`src/rtl/xc_aesmix.sv`:
```
// AES MixColumns / InvMixColumns unit: one output byte per cycle from a single
// shared GF(2^8) byte combiner, result zero-masked outside the completion cycle.
module xc_aesmix (
  input  logic        clock,
  input  logic        reset,
  input  logic        valid,
  input  logic [31:0] rs1,
  input  logic [31:0] rs2,
  input  logic        enc,
  output logic        ready,
  output logic [31:0] result
);

  typedef enum logic [2:0] {
    IDLE = 3'd0,
    S0   = 3'd1,
    S1   = 3'd2,
    S2   = 3'd3,
    S3   = 3'd4,
    DONE = 3'd5
  } state_t;

  state_t      state_q, state_d;
  logic [31:0] col_q, col_d;
  logic [31:0] acc_q, acc_d;
  logic        enc_q, enc_d;

  function automatic logic [7:0] xtime(input logic [7:0] x);
    return {x[6:0], 1'b0} ^ (x[7] ? 8'h1b : 8'h00);
  endfunction

  // Per-byte xtime chains: x1 = 2a, x2 = 4a, x3 = 8a
  logic [3:0][7:0] c, x1, x2, x3;

  generate
    for (genvar gi = 0; gi < 4; gi++) begin : g_chain
      assign c[gi]  = col_q[8*gi +: 8];
      assign x1[gi] = xtime(c[gi]);
      assign x2[gi] = xtime(x1[gi]);
      assign x3[gi] = xtime(x2[gi]);
    end
  endgenerate

  logic [7:0] fwd_b, inv_b, mix_b;

  assign fwd_b = x1[0] ^ (x1[1] ^ c[1]) ^ c[2] ^ c[3];
  assign inv_b = (x3[0] ^ x2[0] ^ x1[0])
               ^ (x3[1] ^ x1[1] ^ c[1])
               ^ (x3[2] ^ x2[2] ^ c[2])
               ^ (x3[3] ^ c[3]);
  assign mix_b = enc_q ? fwd_b : inv_b;

  // Only a0,a1 come from rs1 and a2,a3 from rs2
  logic unused_bits;
  assign unused_bits = ^{rs1[31:16], rs2[15:0]};

  always_comb begin
    state_d = state_q;
    col_d   = col_q;
    acc_d   = acc_q;
    enc_d   = enc_q;
    unique case (state_q)
      IDLE: begin
        if (valid) begin
          col_d   = {rs2[31:16], rs1[15:0]};
          enc_d   = enc;
          acc_d   = 32'h0;
          state_d = S0;
        end
      end
      S0, S1, S2, S3: begin
        if (!valid) begin
          state_d = IDLE;
        end else begin
          acc_d = {mix_b, acc_q[31:8]};
          col_d = {col_q[7:0], col_q[31:8]};
          unique case (state_q)
            S0:      state_d = S1;
            S1:      state_d = S2;
            S2:      state_d = S3;
            default: state_d = DONE;
          endcase
        end
      end
      DONE:    state_d = IDLE;
      default: state_d = IDLE;
    endcase
  end

  always_ff @(posedge clock or posedge reset) begin
    if (reset) begin
      state_q <= IDLE;
      col_q   <= 32'h0;
      acc_q   <= 32'h0;
      enc_q   <= 1'b0;
    end else begin
      state_q <= state_d;
      col_q   <= col_d;
      acc_q   <= acc_d;
      enc_q   <= enc_d;
    end
  end

  assign ready  = (state_q == DONE);
  assign result = ready ? acc_q : 32'h0;

endmodule

```
`config.mk`:
```
export PLATFORM = sky130hd
export DESIGN_NAME = xc_aesmix
export DESIGN_NICKNAME = d
export VERILOG_FILES = /design/src/rtl/xc_aesmix.sv
export SDC_FILE = /design/constraint.sdc
export NUM_CORES = 1
export LEC_CHECK = 0
export ABC_AREA = 0
export BUFFER_PORTS_ARGS = -buffer_cell sky130_fd_sc_hd__clkbuf_2
export CORE_MARGIN = 5
export CORE_UTILIZATION = 53
export DETAILED_ROUTE_END_ITERATION = 7
export HOLD_SLACK_MARGIN = 0.12
export PLACE_DENSITY_LB_ADDON = 0.12
export SETUP_SLACK_MARGIN = 0.1
export SYNTH_ARGS = -nofsm -noshare
export SYNTH_HDL_FRONTEND = slang
export SYNTH_SLANG_ARGS = --single-unit
```
`constraint.sdc`:
```
create_clock -name clock -period 2.4 [get_ports clock]
set_input_delay 0.36 -clock clock [delete_from_list [all_inputs] [get_ports clock]]
set_output_delay 0.36 -clock clock [all_outputs]
set_load 0.02 [all_outputs]
```
# After elaboration in Yosys (flattened, before gate mapping)
# Index checks and enable logic that the tools add are counted.
[word_totals]
ff_bits = 68
inputBits = 68
out_inout_bits = 33
[classes]
n_eq_ne = 7
n_mux = 24
bitwise_logic = 26
reduce_logical = 5
[op_table]
columns = ["op", "count"]
rows = [
  ["$mux 32", 5],
  ["$pmux 32 s2", 2],
  ["$xor 8x8->8", 14],
  ["$xor 8x5->8", 12],
  ["$mux 5", 12],
  ["$pmux 3 s3", 1],
  ["$mux 8", 1],
  ["$eq 3x2->1 const B", 2],
  ["$eq 3x3->1 const B", 2],
  ["$mux 3", 2],
  ["$pmux 3 s2", 1],
  ["$ne 2x2->1 const B", 2],
  ["$reduce_or 4->1", 1],
  ["$eq 3x1->1 const B", 1],
  ["$logic_not 3->1", 1],
  ["$reduce_and 3->1", 1],
  ["$reduce_and 2->1", 1],
  ["$reduce_bool 2->1", 1],
]

# Longest topological paths before layout
[depth]
ltp_word = 14
mapped_depth = 8

# Least setup slack after synthesis
# Ideal clock, no wire load.
[synth_path]
kind = "reg2reg"
start = "register col_q[22] (netlist: c[22])"
end = "register acc_q[29]"
setup_ns = 0.125
arrival_ns = 1.912
slack_ns = 0.363
stages_incl_launch_ff = 8
period_less_slack_ns = 2.037
cell_sequence = "dfrtp_1 -> buf_4 -> xnor3_2 -> xnor3_2 -> xnor3_1 -> nor2_2 -> xnor2_1 -> o21ai_1"
[synth_via]
elab_chain_len = 11
[synth_rtl]
columns = ["element", "line_no", "rtl"]
rows = [
  ["from (decl)", "24", "logic [31:0] col_q, col_d;"],
  ["from (signal assigned)", "98", "col_q <= col_d;"],
  ["$xor 8x5->8", "29", "return {x[6:0], 1'b0} ^ (x[7] ? 8'h1b : 8'h00);"],
  ["$mux 5", "29", ""],
  ["$xor 8x5->8 (2 in a row)", "29", ""],
  ["$xor 8x8->8 (3 in a row)", "49", "^ (x3[2] ^ x2[2] ^ c[2])"],
  ["$xor 8x8->8", "50", "^ (x3[3] ^ c[3]);"],
  ["$mux 8", "51", "assign mix_b = enc_q ? fwd_b : inv_b;"],
  ["$mux 32", "72", "if (!valid) begin"],
  ["$pmux 32 s2", "62", "unique case (state_q)"],
  ["to (signal assigned)", "94", "acc_q <= 32'h0;"],
  ["to (signal assigned)", "99", "acc_q <= acc_d;"],
  ["to (decl)", "25", "logic [31:0] acc_q, acc_d;"],
]
# No other way between the ends. The select of a mux whose other input is x is not followed.
# A chain may end at the register's enable or synchronous reset.

# Worst setup path after layout
[layout_path]
start = "register col_q[8] (netlist: c[8])"
end = "register acc_q[27]"
[layout_via]
elab_chain_len = 11
[layout_rtl]
columns = ["element", "line_no", "rtl"]
rows = [
  ["$xor 8x5->8 (3 in a row)", "29", ""],
  ["$xor 8x8->8 (3 in a row)", "48", "^ (x3[1] ^ x1[1] ^ c[1])"],
  ["$xor 8x8->8", "49", ""],
  ["$xor 8x8->8", "50", ""],
  ["$mux 8", "51", ""],
  ["$mux 32", "72", ""],
  ["$pmux 32 s2", "62", ""],
]
# No other way between the ends. The select of a mux whose other input is x is not followed.

==> results.md <==
* Result of the run: completed
* Count of placed standard cells in the final layout, fillers left out at 523
* Synth cell types at 34
* Gr usage total at 0.174
* Critical path's top delay family: XOR/XNOR gates
* Net total in the final layout at 490
* Signal arrival time at the worst endpoint at 2.41 ns
* Post-route DRC violation count at 0
* Sequential cell area fraction in the yosys report at 0.450
* Maximum number of pins on one net before global-route repair at 49
* Hold Path Class: in -> reg
* CTS tree: done
* Worst vdd rail ir drop at 0.518 mV
* Post-synthesis instance total at 360
* Most frequently used cell type in the post-synthesis netlist: sky130_fd_sc_hd__dfrtp_1
* Fraction of layout cells with a size suffix above 1 at 0.241
* Critical Path Sink Type: flop
* Wirelength, routed at about 7000 um
* Post-detailed-route via-to-cell ratio at 5.03
* Buffers inserted by post-CTS timing repair at 0
* Leak at between 2 and 2.5 nW
* Number of global-route vias before repair at 2542
* Worst setup slack after layout at 0.262 ns
* Mean instance size in the synthesized netlist at 10.5 um2
* Largest cells by area after synthesis: sky130_fd_sc_hd__dfrtp_1 (45%), sky130_fd_sc_hd__xnor2_1 (11%), sky130_fd_sc_hd__mux2i_1 (8.5%)
* Max-capacitance violation count at 0
* Clock root buffer master: sky130_fd_sc_hd__clkbuf_8
* Setup TNS at 0 ns
* Die X at 94.4 um
* Total via count in the routed design at 2633
* Max Clk Rate at 468 MHz
* H-tree levels at 3
* Ordered cell list for the critical path: xor2_2 > xnor2_1 > xnor3_1 > xnor2_1 > or4_1 > nand3_1
* Required @ worst endpoint at 2.68 ns
* Number of buffers on the longest clock path at 2
* Placement Rows at 30
* Number of antenna diodes at 0
* Maximum fanout along the worst path at 3
* Per-cell routed wire length at 13.7 um
* Commonest cells in the synthesized netlist: sky130_fd_sc_hd__dfrtp_1 (68), sky130_fd_sc_hd__xnor2_1 (48), sky130_fd_sc_hd__nand2_1 (42)
* Die area at 8920 um2
* Clock buffers created by TritonCTS at 9
* Fin. max-slew vios at 0
* Most used cell, CP: sky130_fd_sc_hd__xnor2_1
* Slowest stage cell on the critical path: sky130_fd_sc_hd__xnor3_1
* Clock sink total at between 60 and 70
* Most used DFF post-synth: sky130_fd_sc_hd__dfrtp_1
* Share of the clock period used by the worst path after layout at 0.891
* Cell Area, Synth at 3780 um2
* Top Ports at 101
* Time the final worst path needs with I/O delays and setup at 2.14 ns
* Slew at the pin with the worst max-slew slack at around 0.59 ns
* Die Ht at 94.4 um
* Starting utilization of the core area at 0.550
* Clk Latency, worst-skew pair at 0.34 ns
* Endpoints failing hold at 0
* Drt initial violations at 93
* EDFF count, synth at 0
* Number of warnings reported in the yosys synthesis log at 0
* Share of synthesized flip-flops with an asynchronous set or reset at 1.00
* # setup viols final at 0
* Worst slew margin relative to its limit at 0.607
* Cell accounting for the most synthesized area: sky130_fd_sc_hd__dfrtp_1
* Global-route wire length before repair at 12200 um
* Initial antenna violation count at 0
* Layout overhead on the synthesized area at 17.4%
* Kind of start point of the critical path: flop
* Register-to-register path setup slack at approximately 0.26 ns
* Buffers on Ports at a little under 70
* HPWL Detailed at 5240 um
* Gp weighted congestion at roughly 0.73
* Seq cells post-synth at between 60 and 70
* Placed Cells at 506
* Detailed-router iteration count before antenna repair at 4
* Number of antenna-violating nets in the routed design at 0
* Path type of the worst setup path: reg -> reg
* Standard cell core area at 6870 um2
* Clock slew at reported path FFs at 0.08 ns
* Number of buffers and inverters on the critical path at 0
* Setup repair after global routing missed its margin: no
* Largest stage delay on the critical path at 0.47 ns
* Number of nets in the synthesized netlist at 428
* Post-place setup slack at approximately 0.26 ns
* Total power divided by cell area at 1060 nW/um2
* Fin Clk Skew at 0.00731 ns
* Gr ovfl total at 0
* Share of the synthesized area in the top cell type at 0.450
## worst register-to-register path, delay by kind of cell (launching register included)
kind | cells | cell delay [ns]
XOR/XNOR | 4 | 1.10
flip-flops | 1 | 0.42
AND/OR/NAND/NOR | 2 | 0.55
## what timing repair did
action | in CTS | in global routing
gates resized for setup | 0 | 0
hold buffers | 1 | 0
endpoints found under the hold margin | 26 | 0
## cell type report
type                       instances  area (um2)
fill                             608        2430
multi-input combinational        263        1950
sequential                        68        1700
timing repair buffer              78         430
clock buffer                       9         124
tap                               96         120
clock inverter                     7         100
inverter                           2        7.51
## stage by stage
step | hold slack (ns) | util | cell area (um2) | power (mW)
2_1_floorplan | 0.464 | - | 3780 | 3.36
3_3_place_gp | 0.442 | 0.611 | 4200 | 3.66
3_5_place_dp | 0.444 | 0.611 | 4200 | 3.71
4_1_cts | 0.236 | 0.646 | 4430 | 4.77
5_1_grt | 0.252 | 0.646 | 4430 | 5.06
6_report | 0.251 | 0.646 | 4430 | 4.71
## state kept, by name (all words and copies together), names as in the netlist
register / cells
state_q: 3
enc_q: 1
c: 32
acc_q: 32
## final timing paths
check                      startpoint         to  depth (start not counted)
max                              c[8]  acc_q[27]                          6
min                               enc      enc_q                          2
max reg2reg                      c[8]  acc_q[27]                          6
min reg2reg                  acc_q[5]   acc_q[5]                          1
max in group asynchronous       reset      c[12]                          4
min in group asynchronous       reset   acc_q[0]                          3
## per-layer routing
| layer | vias to the layer above | GRT usage | share of wire |
|---|---|---|---|
| li1 | 1336 | - | - |
| met1 | 1231 | 0.232 | 0.46 |
| met2 | 62 | 0.279 | 0.48 |
| met3 | 4 | 0.0382 | 0.055 |
| met4 | 0 | 0.0650 | 0.0087 |
| met5 | - | 0 | 0 |
## layout by cell type (no fill, tap or decap), types with 2 or more instances in the layout
cell                         netlist  final
sky130_fd_sc_hd__clkbuf_8          1      9
sky130_fd_sc_hd__bufinv_16         0      2
sky130_fd_sc_hd__o21ai_0          39     39
sky130_fd_sc_hd__a32oi_1           2      2
sky130_fd_sc_hd__xor2_1           16     16
sky130_fd_sc_hd__clkbuf_2          0     68
sky130_fd_sc_hd__xnor3_2           2      2
sky130_fd_sc_hd__and2_1           33     33
sky130_fd_sc_hd__xnor2_1          48     47
sky130_fd_sc_hd__dfrtp_1          68     68
sky130_fd_sc_hd__clkinvlp_4        0      3
sky130_fd_sc_hd__nand2_1          42     41
sky130_fd_sc_hd__mux2i_1          32     32
sky130_fd_sc_hd__buf_4             1      8
sky130_fd_sc_hd__a22o_1           24     24
sky130_fd_sc_hd__xnor3_1           3      3
sky130_fd_sc_hd__nor2_1            7      7
## cells by family (layout without fill, tap and decap cells)
group / count (synthesis) / in the layout / synth area share
flops: 68 / 68 / 0.450
compound gates: 69 / 69 / 0.119
mux: 33 / 33 / 0.0877
xor+xnor: 71 / 71 / 0.190
buf+inv: 29 / 96 / 0.0361
simple gates: 90 / 90 / 0.117
## report_power, final
part | switching (mW) | internal [mW]
clock | 0.458 | 0.590
sequential | 0.254 | 1.37
combinational | 0.897 | 1.14
(Power assumes the default switching activity.)
